$ cat config.mk
export PLATFORM = sky130hd
export DESIGN_NAME = alu_share_arbiter
export DESIGN_NICKNAME = d
export VERILOG_FILES = /design/src/rtl/alu_pkg.sv /design/src/rtl/rr_arbiter2.sv /design/src/rtl/alu_share_arbiter.sv
export SDC_FILE = /design/constraint.sdc
export NUM_CORES = 1
export LEC_CHECK = 0
export CORE_MARGIN = 4
export CORE_UTILIZATION = 30
export CTS_BUF_LIST = sky130_fd_sc_hd__clkbuf_4 sky130_fd_sc_hd__clkbuf_8
export CTS_CLUSTER_SIZE = 24
export DETAILED_ROUTE_END_ITERATION = 8
export PLACE_DENSITY_LB_ADDON = 0.25
export SLEW_MARGIN = 5
export SYNTH_ARGS = -nofsm -noshare
export SYNTH_HDL_FRONTEND = slang
export SYNTH_SLANG_ARGS = --single-unit
export TNS_END_PERCENT = 50
$ cat constraint.sdc
create_clock -name CLK -period 4.6 [get_ports CLK]
set_input_delay 1.15 -clock CLK [delete_from_list [all_inputs] [get_ports CLK]]
set_output_delay 1.15 -clock CLK [all_outputs]
set_load 0.02 [all_outputs]
$ cat src/rtl/alu_pkg.sv
// Shared ALU control codes, arbiter state encoding and the control-code legality check.
package alu_pkg;

    localparam logic [3:0] ALU_AND = 4'b0000;
    localparam logic [3:0] ALU_OR  = 4'b0001;
    localparam logic [3:0] ALU_ADD = 4'b0010;
    localparam logic [3:0] ALU_SUB = 4'b0110;
    localparam logic [3:0] ALU_SLT = 4'b0111;
    localparam logic [3:0] ALU_NOR = 4'b1100;

    typedef enum logic [1:0] {
        IDLE = 2'd0,
        EXEC = 2'd1,
        RESP = 2'd2
    } arb_state_t;

    function automatic logic alu_ctrl_legal(input logic [3:0] ctrl);
        case (ctrl)
            ALU_AND, ALU_OR, ALU_ADD, ALU_SUB, ALU_SLT, ALU_NOR: alu_ctrl_legal = 1'b1;
            default:                                             alu_ctrl_legal = 1'b0;
        endcase
    endfunction

endpackage

$ cat src/rtl/rr_arbiter2.sv
// Two-way round-robin arbiter: a lone requester wins, a tie goes to the port the pointer names.
// Latency: grant is combinational; the pointer moves to the loser's side on the granting edge.
// Backpressure: no grant while en is low, and the pointer holds its value.
module rr_arbiter2 (
    input  logic       clk,
    input  logic       reset,
    input  logic       en,
    input  logic [1:0] req,
    output logic [1:0] gnt
);

    logic ptr;

    always_comb begin
        gnt = 2'b00;
        if (en) begin
            if (req == 2'b11) begin
                gnt = ptr ? 2'b10 : 2'b01;
            end else begin
                gnt = req;
            end
        end
    end

    // Winner 0 hands priority to port 1 and vice versa.
    always_ff @(posedge clk) begin
        if (reset) begin
            ptr <= 1'b0;
        end else if (|gnt) begin
            ptr <= gnt[0];
        end
    end

endmodule

$ cat src/rtl/alu_share_arbiter.sv
// Shares one single-cycle ALU between two requesters; ALU_ARB_STATS_EN adds grant/error counters.
// Latency: accept in cycle N, response valid in N+2; next acceptance no earlier than N+3.
// Backpressure: one operation in flight; a held response blocks all new requests until consumed.
module alu_share_arbiter
    import alu_pkg::*;
#(
    parameter int WIDTH = 32
`ifdef ALU_ARB_STATS_EN
    ,
    parameter int CNT_W = 16
`endif
) (
    input  logic             CLK,
    input  logic             RESET,
    input  logic             REQ0_VALID,
    output logic             REQ0_READY,
    input  logic [WIDTH-1:0] REQ0_A,
    input  logic [WIDTH-1:0] REQ0_B,
    input  logic [3:0]       REQ0_CTRL,
    output logic             RSP0_VALID,
    input  logic             RSP0_READY,
    output logic [WIDTH-1:0] RSP0_RESULT,
    output logic             RSP0_ZERO,
    output logic             RSP0_ERR,
    input  logic             REQ1_VALID,
    output logic             REQ1_READY,
    input  logic [WIDTH-1:0] REQ1_A,
    input  logic [WIDTH-1:0] REQ1_B,
    input  logic [3:0]       REQ1_CTRL,
    output logic             RSP1_VALID,
    input  logic             RSP1_READY,
    output logic [WIDTH-1:0] RSP1_RESULT,
    output logic             RSP1_ZERO,
    output logic             RSP1_ERR,
    output logic [WIDTH-1:0] ALU_IN_1,
    output logic [WIDTH-1:0] ALU_IN_2,
    output logic [3:0]       ALU_control,
    input  logic [WIDTH-1:0] ALU_result,
    input  logic             ALU_zero
`ifdef ALU_ARB_STATS_EN
    ,
    output logic [CNT_W-1:0] GRANT0_CNT,
    output logic [CNT_W-1:0] GRANT1_CNT,
    output logic [CNT_W-1:0] ERR_CNT
`endif
);

    typedef struct packed {
        logic [WIDTH-1:0] a;
        logic [WIDTH-1:0] b;
        logic [3:0]       ctrl;
    } req_t;

    arb_state_t       state, state_nxt;
    req_t             req0_dat, req1_dat, acc_dat, req_q;
    logic             win_q;
    logic [1:0]       gnt;
    logic             arb_en;
    logic             accept, capture, rsp_take;
    logic             op_legal;
    logic [1:0]       rsp_vld, rsp_zero, rsp_err;
    logic [WIDTH-1:0] rsp_res [2];

    assign req0_dat = '{a: REQ0_A, b: REQ0_B, ctrl: REQ0_CTRL};
    assign req1_dat = '{a: REQ1_A, b: REQ1_B, ctrl: REQ1_CTRL};
    assign acc_dat  = gnt[1] ? req1_dat : req0_dat;
    assign op_legal = alu_ctrl_legal(req_q.ctrl);

    // Arbitration only while idle and out of reset, so READY never pulses during a reset cycle.
    assign arb_en = (state == IDLE) && !RESET;

    rr_arbiter2 u_rr (
        .clk   (CLK),
        .reset (RESET),
        .en    (arb_en),
        .req   ({REQ1_VALID, REQ0_VALID}),
        .gnt   (gnt)
    );

    always_ff @(posedge CLK) begin
        if (RESET) begin
            state <= IDLE;
        end else begin
            state <= state_nxt;
        end
    end

    always_comb begin
        state_nxt = state;
        accept    = 1'b0;
        capture   = 1'b0;
        rsp_take  = 1'b0;
        case (state)
            IDLE: begin
                if (|gnt) begin
                    accept    = 1'b1;
                    state_nxt = EXEC;
                end
            end
            EXEC: begin
                capture   = 1'b1;
                state_nxt = RESP;
            end
            RESP: begin
                if (win_q ? RSP1_READY : RSP0_READY) begin
                    rsp_take  = 1'b1;
                    state_nxt = IDLE;
                end
            end
            default: state_nxt = IDLE;
        endcase
    end

    // The latched request drives the ALU directly, so it stays still between operations.
    always_ff @(posedge CLK) begin
        if (RESET) begin
            req_q      <= '{a: '0, b: '0, ctrl: ALU_ADD};
            win_q      <= 1'b0;
            rsp_vld    <= 2'b00;
            rsp_zero   <= 2'b00;
            rsp_err    <= 2'b00;
            rsp_res[0] <= '0;
            rsp_res[1] <= '0;
        end else begin
            if (accept) begin
                req_q <= acc_dat;
                win_q <= gnt[1];
            end
            if (capture) begin
                rsp_vld[win_q]  <= 1'b1;
                rsp_err[win_q]  <= !op_legal;
                rsp_res[win_q]  <= op_legal ? ALU_result : '0;
                rsp_zero[win_q] <= op_legal && ALU_zero;
            end
            if (rsp_take) begin
                rsp_vld[win_q] <= 1'b0;
            end
        end
    end

    assign REQ0_READY  = gnt[0];
    assign REQ1_READY  = gnt[1];
    assign RSP0_VALID  = rsp_vld[0];
    assign RSP0_RESULT = rsp_res[0];
    assign RSP0_ZERO   = rsp_zero[0];
    assign RSP0_ERR    = rsp_err[0];
    assign RSP1_VALID  = rsp_vld[1];
    assign RSP1_RESULT = rsp_res[1];
    assign RSP1_ZERO   = rsp_zero[1];
    assign RSP1_ERR    = rsp_err[1];
    assign ALU_IN_1    = req_q.a;
    assign ALU_IN_2    = req_q.b;
    assign ALU_control = req_q.ctrl;

`ifdef ALU_ARB_STATS_EN
    logic [CNT_W-1:0] grant_cnt [2];
    logic [CNT_W-1:0] err_cnt;

    // Saturating counters; illegal codes are counted when the request is accepted.
    always_ff @(posedge CLK) begin
        if (RESET) begin
            grant_cnt[0] <= '0;
            grant_cnt[1] <= '0;
            err_cnt      <= '0;
        end else begin
            for (int i = 0; i < 2; i++) begin
                if (gnt[i] && (grant_cnt[i] != '1)) begin
                    grant_cnt[i] <= grant_cnt[i] + CNT_W'(1);
                end
            end
            if (accept && !alu_ctrl_legal(acc_dat.ctrl) && (err_cnt != '1)) begin
                err_cnt <= err_cnt + CNT_W'(1);
            end
        end
    end

    assign GRANT0_CNT = grant_cnt[0];
    assign GRANT1_CNT = grant_cnt[1];
    assign ERR_CNT    = err_cnt;
`endif

endmodule

* Word level (Yosys, flattened, before mapping)
Memory sizes are Yosys's and may differ from the RTL's.
Index checks and enable logic that the tools add are counted.
** Cells by class
- $lt $le $gt $ge :: 2
- Eq/ne operators :: 10
- Mux-type cells :: 30
- Bitwise operators :: 3
- Reductions and logical operators :: 11
** Operators with widths (number)
- 68-bit two-way mux :: 1
- 32-bit two-way mux :: 2
- 32-bit OR reduction :: 1
- 2-bit two-way mux :: 8
- 1-bit two-way mux :: 15
- 4-bit by 3-bit == test with 1-bit output (second input constant) :: 2
- 2-bit one-hot mux with 3 select lines :: 1
- 6-bit OR reduction :: 1
- 2-bit bitwise mux :: 2
- 2-bit == test (second input constant) :: 2
- 4-bit by 1-bit == test with 1-bit output (second input constant) :: 1
- 4-bit by 2-bit == test with 1-bit output (second input constant) :: 1
- 4-bit == test (second input constant) :: 1
- 4-bit logical NOT :: 1
- 1-bit logical AND :: 3
- 2-bit bitwise AND :: 1
- 2-bit by 1-bit == test with 1-bit output (second input constant) :: 1
- 1-bit logical NOT :: 2
- 2-bit logical NOT :: 1
- 1-bit by 2-bit < comparator with 1-bit output (second input constant) :: 1
- 2-bit by 1-bit inequality test with 1-bit output (second input constant) :: 1
- 2-bit inequality test (second input constant) :: 1
- 2-bit NOT :: 1
- 2-bit OR :: 1
- 4 further kinds :: 4
** Word-level totals
- Register bits :: 78
- Bits in writable memories :: 64
- Output and inout bits :: 140
- Word-level logic and storage cells :: 66
- Memories kept :: 1
** Memories
- rsp_res :: depth 2, bits a word 32, rd ports 2, clocked after memory_dff 0, write ports 2, line alu_share_arbiter.sv:62 : logic [WIDTH-1:0] rsp_res [2];

* Longest topological paths before layout
- Depth in word-level cells :: 9
- Gate-level depth with buffers :: 8
- Depth with buffers taken out :: 3

* Hierarchy
A second synthesis with hierarchy kept.
** Unflattened totals
- Cell total of the unflattened synthesis :: 521
- Area, all modules :: 6426.2 µm²
** Modules (own cells, without submodules)
- alu_share_arbiter :: times used 1, cells each 513, area each 6371.1 µm², seq. area each 3463.3 µm²
- rr_arbiter2 :: times used 1, cells each 8, area each 55.1 µm², seq. area each 20.0 µm²

* Worst setup path after synthesis
OpenSTA, ideal clock, no wires.
- Kind :: reg-to-reg
- From :: reg win_q
- To :: mem rsp_res[0][0], enable pin
- Setup time :: 466 ps
- Arrival time :: 3032 ps
- Data required time :: 4134 ps
- Setup slack :: 1103 ps
- Stages on the path, launching flop included :: 4
- Path buffers :: 2
- Clock period less this slack :: 3497 ps
- Path through :: dfxtp_1 -> clkbuf_1 -> clkbuf_1 -> o21ai_0
** RTL lines
- from (decl) :: line alu_share_arbiter.sv:56 : logic win_q;
- from (signal assigned) :: line alu_share_arbiter.sv:127 : win_q <= gnt[1];
- to (decl) :: line alu_share_arbiter.sv:62

* Final worst setup path
- From :: in REQ0_VALID
- To :: out REQ1_READY
** On the way
- Longest elaborated chain between the ends :: 3
** RTL lines
- from (decl) :: line alu_share_arbiter.sv:15 : input logic REQ0_VALID,
- 2-bit == test :: line rr_arbiter2.sv:17 : if (req == 2'b11) begin
- 2-bit two-way mux :: line rr_arbiter2.sv:17
- 2-bit two-way mux :: line rr_arbiter2.sv:16 : if (en) begin
- to (decl) :: line alu_share_arbiter.sv:26 : output logic REQ1_READY,
No other way between the ends.

==> results.md <==
* Total negative slack at 0 ps
* Post-detail-place hpwl at 16300 um
* Met2 usage at 0.302
* Post-synth EDFFs at 64
* Pin count of the biggest net entering global routing at 84
* Worst vdd ir at between 0.0002 and 0.00025 V
* Pwr Total at roughly 3.5 mW
* TritonCTS buffer count at 17
* CP Capture Type: output port
* Layout area overhead at 51.5%
* Routed wire length at between 20000 and 30000 um
* GRT met3 Usage at 0.0761
* Max clock buf depth at 2
* CTS Hold Bufs at 0
* # DRC at 0
* Row count at 55
* XOR/XNOR Fraction of Synth Area at 0.00127
* Avg Inst Size Synth at 9.94 sq um
* Hold WC Path Type: flip-flop to flip-flop
* Final Core Density at 0.463
* Setup Buffers After CTS at 0
* Comb pwr share at 0.285
* Slew of the pin with the lowest slew margin at 1080 ps
* Max Cap Viol at 0
* Final min period at 3810 ps
* Largest fanout on the critical path at 4
* Die Y at 160 um
* Htree depth at 4
* Leak at ~3.3 nW
* Most used routing layer: met2
* GPL Wtd Cong at 0.761
* Number of global-route vias before repair at 6682
* Initial core utilization at 0.306
* Layout net count at 1112
* Final ANT Viol Nets at 0
* Gr usage total at 0.192
* CTS tree: built
* Dpl cell area at 10100 sq um
* DIE WIDTH at 160 um
* Hold Slack at ~480 ps
* Total die area at 25600 sq um
* Clock latency on the worst-skew pair at between 400 and 500 ps
* Cells after Synth at 696
* RSZ-0062 raised after global routing: false
* Slew Limit Fails at 0
* Crit path kind: primary input to output port
* Layout Skew at roughly 19 ps
* Worst EP arrival at between 2000 and 3000 ps
* Vias/cell at 5.58
* Wirelength per Cell at 20.7 um
* Clk slew on worst S/H paths at ~80 ps
* Unique masters post-synth at 42
* Critical Path Max Stage Delay at between 600 and 700 ps
* Fmax at about 0.26 GHz
* Cell Count, Final, Fillers Out at 1235
* Status: finished, final reports clean
* PwrDens at 337 nW/um^2
* Crit-path cells: clkdlybuf4s50_1, nand2b_2, nand3_1, inv_1, clkdlybuf4s50_1
* Worst EP required at 3450 ps
* First-pass GRT wire length at 39600 um
* Syn Std Cell Area at 6920 sq um
* Largest family of logic cells by synthesized area: compound AO/OA/AOI/OAI gates
* # IOs at 315
* Placement Setup Slack at 771 ps
* Adder-cell share of the synthesized area at 0
* FFs w/ async S/R, synth at 0
* Worst Setup Start Kind: primary input
* DR iter-0 viols at 481
* # fillers at 2154
* N_diodes at 0
* YS warnings at 0
* Core area at about 23000 sq um
* Synth Area in Compound Gates at 0.243
* Setup-failing EPs final at 0
* Tcrit/Tclk final at 0.829
* CP max-delay cell: clkdlybuf4s50_1
* Sequential-to-total area share from yosys stat at 0.503
* Final setup margin at 788 ps
* GR Overflow Total at 0
* CP most frequent cell: clkdlybuf4s50_1
* Cell area after layout at 10500 sq um
* Initial antenna violation count at 0
* Synth Area in Simple Gates at 0.175
* Met1 Usage GRT at 0.250
* Syn_nets at between 800 and 900
* Final hold vios at 0
* Num Clock Sinks at roughly 140
* Psw at 1.22 mW
* Clock power frac at 0.294
* Slew HR at 0.274
* Share of layout cells above drive strength 1 at 0.0863
* FF+latch count, synth at 142
* Cts repair resizes at 0
* Switch share at 0.345
* Placed cell count at 1203
* Sequential fraction of design power at 0.421
* P_int at 2.31 mW
* Mux contribution to synthesized area at 0
* Dominant synthesized flop cell: dfxtp_1
* Clk root buf: clkbuf_8
* IO buf count at 314
* Iteration count of the initial detailed-routing pass at 5
* Vias post-DR at just under 7000
cells in the mapped netlist (all sizes together) (2+ instances only):
cell type	instances	area [sq um]
buf	39	244
nor3b	3	22.5
nor3	63	327
clkbuf	69	260
a311oi	67	649
nand3b	2	15.0
a21oi	71	355
nand4	68	425
nand2b	3	18.8
nand3	65	325
inv	6	22.5
dfxtp	78	1560
o31ai	71	588
edfxtp	64	1920
a211oi	2	15.0
nand2	6	22.5
nor2b	2	12.5
placed cells by master, fill, tap and decap left out, types with 11 or more instances in the layout:
master and count:
clkbuf_8 17, edfxtp_1 64, a311oi_1 57, dfxtp_1 78, nand4_1 68, buf_4 15, nor3_1 62, clkdlybuf4s50_1 312
nand3_1 65, o31ai_2 11, o31ai_1 60, a21oi_1 71
sequential cells by signal (all words and copies together), names as in the netlist, named ones only:
register     count
rsp_res         64
ALU_IN_1        32
ALU_IN_2        32
ALU_control      4
rsp_err          2
rsp_zero         2
state            2
rsp_vld          1
u_rr.ptr         1
win_q            1
power groups by stage:
stage,combinational (mW),sequential (mW),clock [mW]
after floorplan,0.417,1.64,0
after global placement,1.01,1.51,0
after detailed placement,1.01,1.52,0
after CTS,1.02,1.49,1.07
after global routing,1.08,1.50,1.13
final,1.01,1.49,1.04
worst max-delay path, delay by kind of cell:
family	cells	cell delay [ps]
buffers and inverters	3	1270
and+or+nand+nor	2	250
layout make-up:
| cell class | instances | area [sq um] | share of cell area |
|---|---|---|---|
| sequential | 142 | 3480 | 0.332 |
| timing repair buffer | 330 | 3280 | 0.313 |
| multi-input combinational | 439 | 2940 | 0.280 |
| tap | 285 | 357 | 0.0340 |
| clock buffer | 17 | 234 | 0.0223 |
| clock inverter | 15 | 164 | 0.0156 |
| inverter | 7 | 26.3 | 0.00251 |
per-layer routing:
layer / share of wire / up-vias
li1: - / 3274
met1: 0.41 / 3269
met2: 0.47 / 332
met3: 0.10 / 22
met4: 0.015 / 0
met5: 0 / -
worst paths after layout:
path	from	slack, ps	cells past startpoint	to
max reg2reg	state[1]$_SDFFE_PP0P_	1980	5	ALU_IN_2[2]$_SDFFE_PP0P_
max	REQ0_VALID	790	5	REQ1_READY
min	rsp_err[0]$_SDFFE_PP0P_	480	2	rsp_err[0]$_SDFFE_PP0P_
min reg2reg	rsp_err[0]$_SDFFE_PP0P_	480	2	rsp_err[0]$_SDFFE_PP0P_
cells by family (layout without fill, tap and decap cells):
| family | count (synthesis) | after routing |
|---|---|---|
| AO/OA/AOI/OAI | 220 | 220 |
| flip-flops | 142 | 142 |
| XOR/XNOR | 1 | 1 |
| AND/OR/NAND/NOR | 218 | 218 |
| buffers and inverters | 115 | 369 |
No activity file was read; power rests on OpenSTA's default activity.
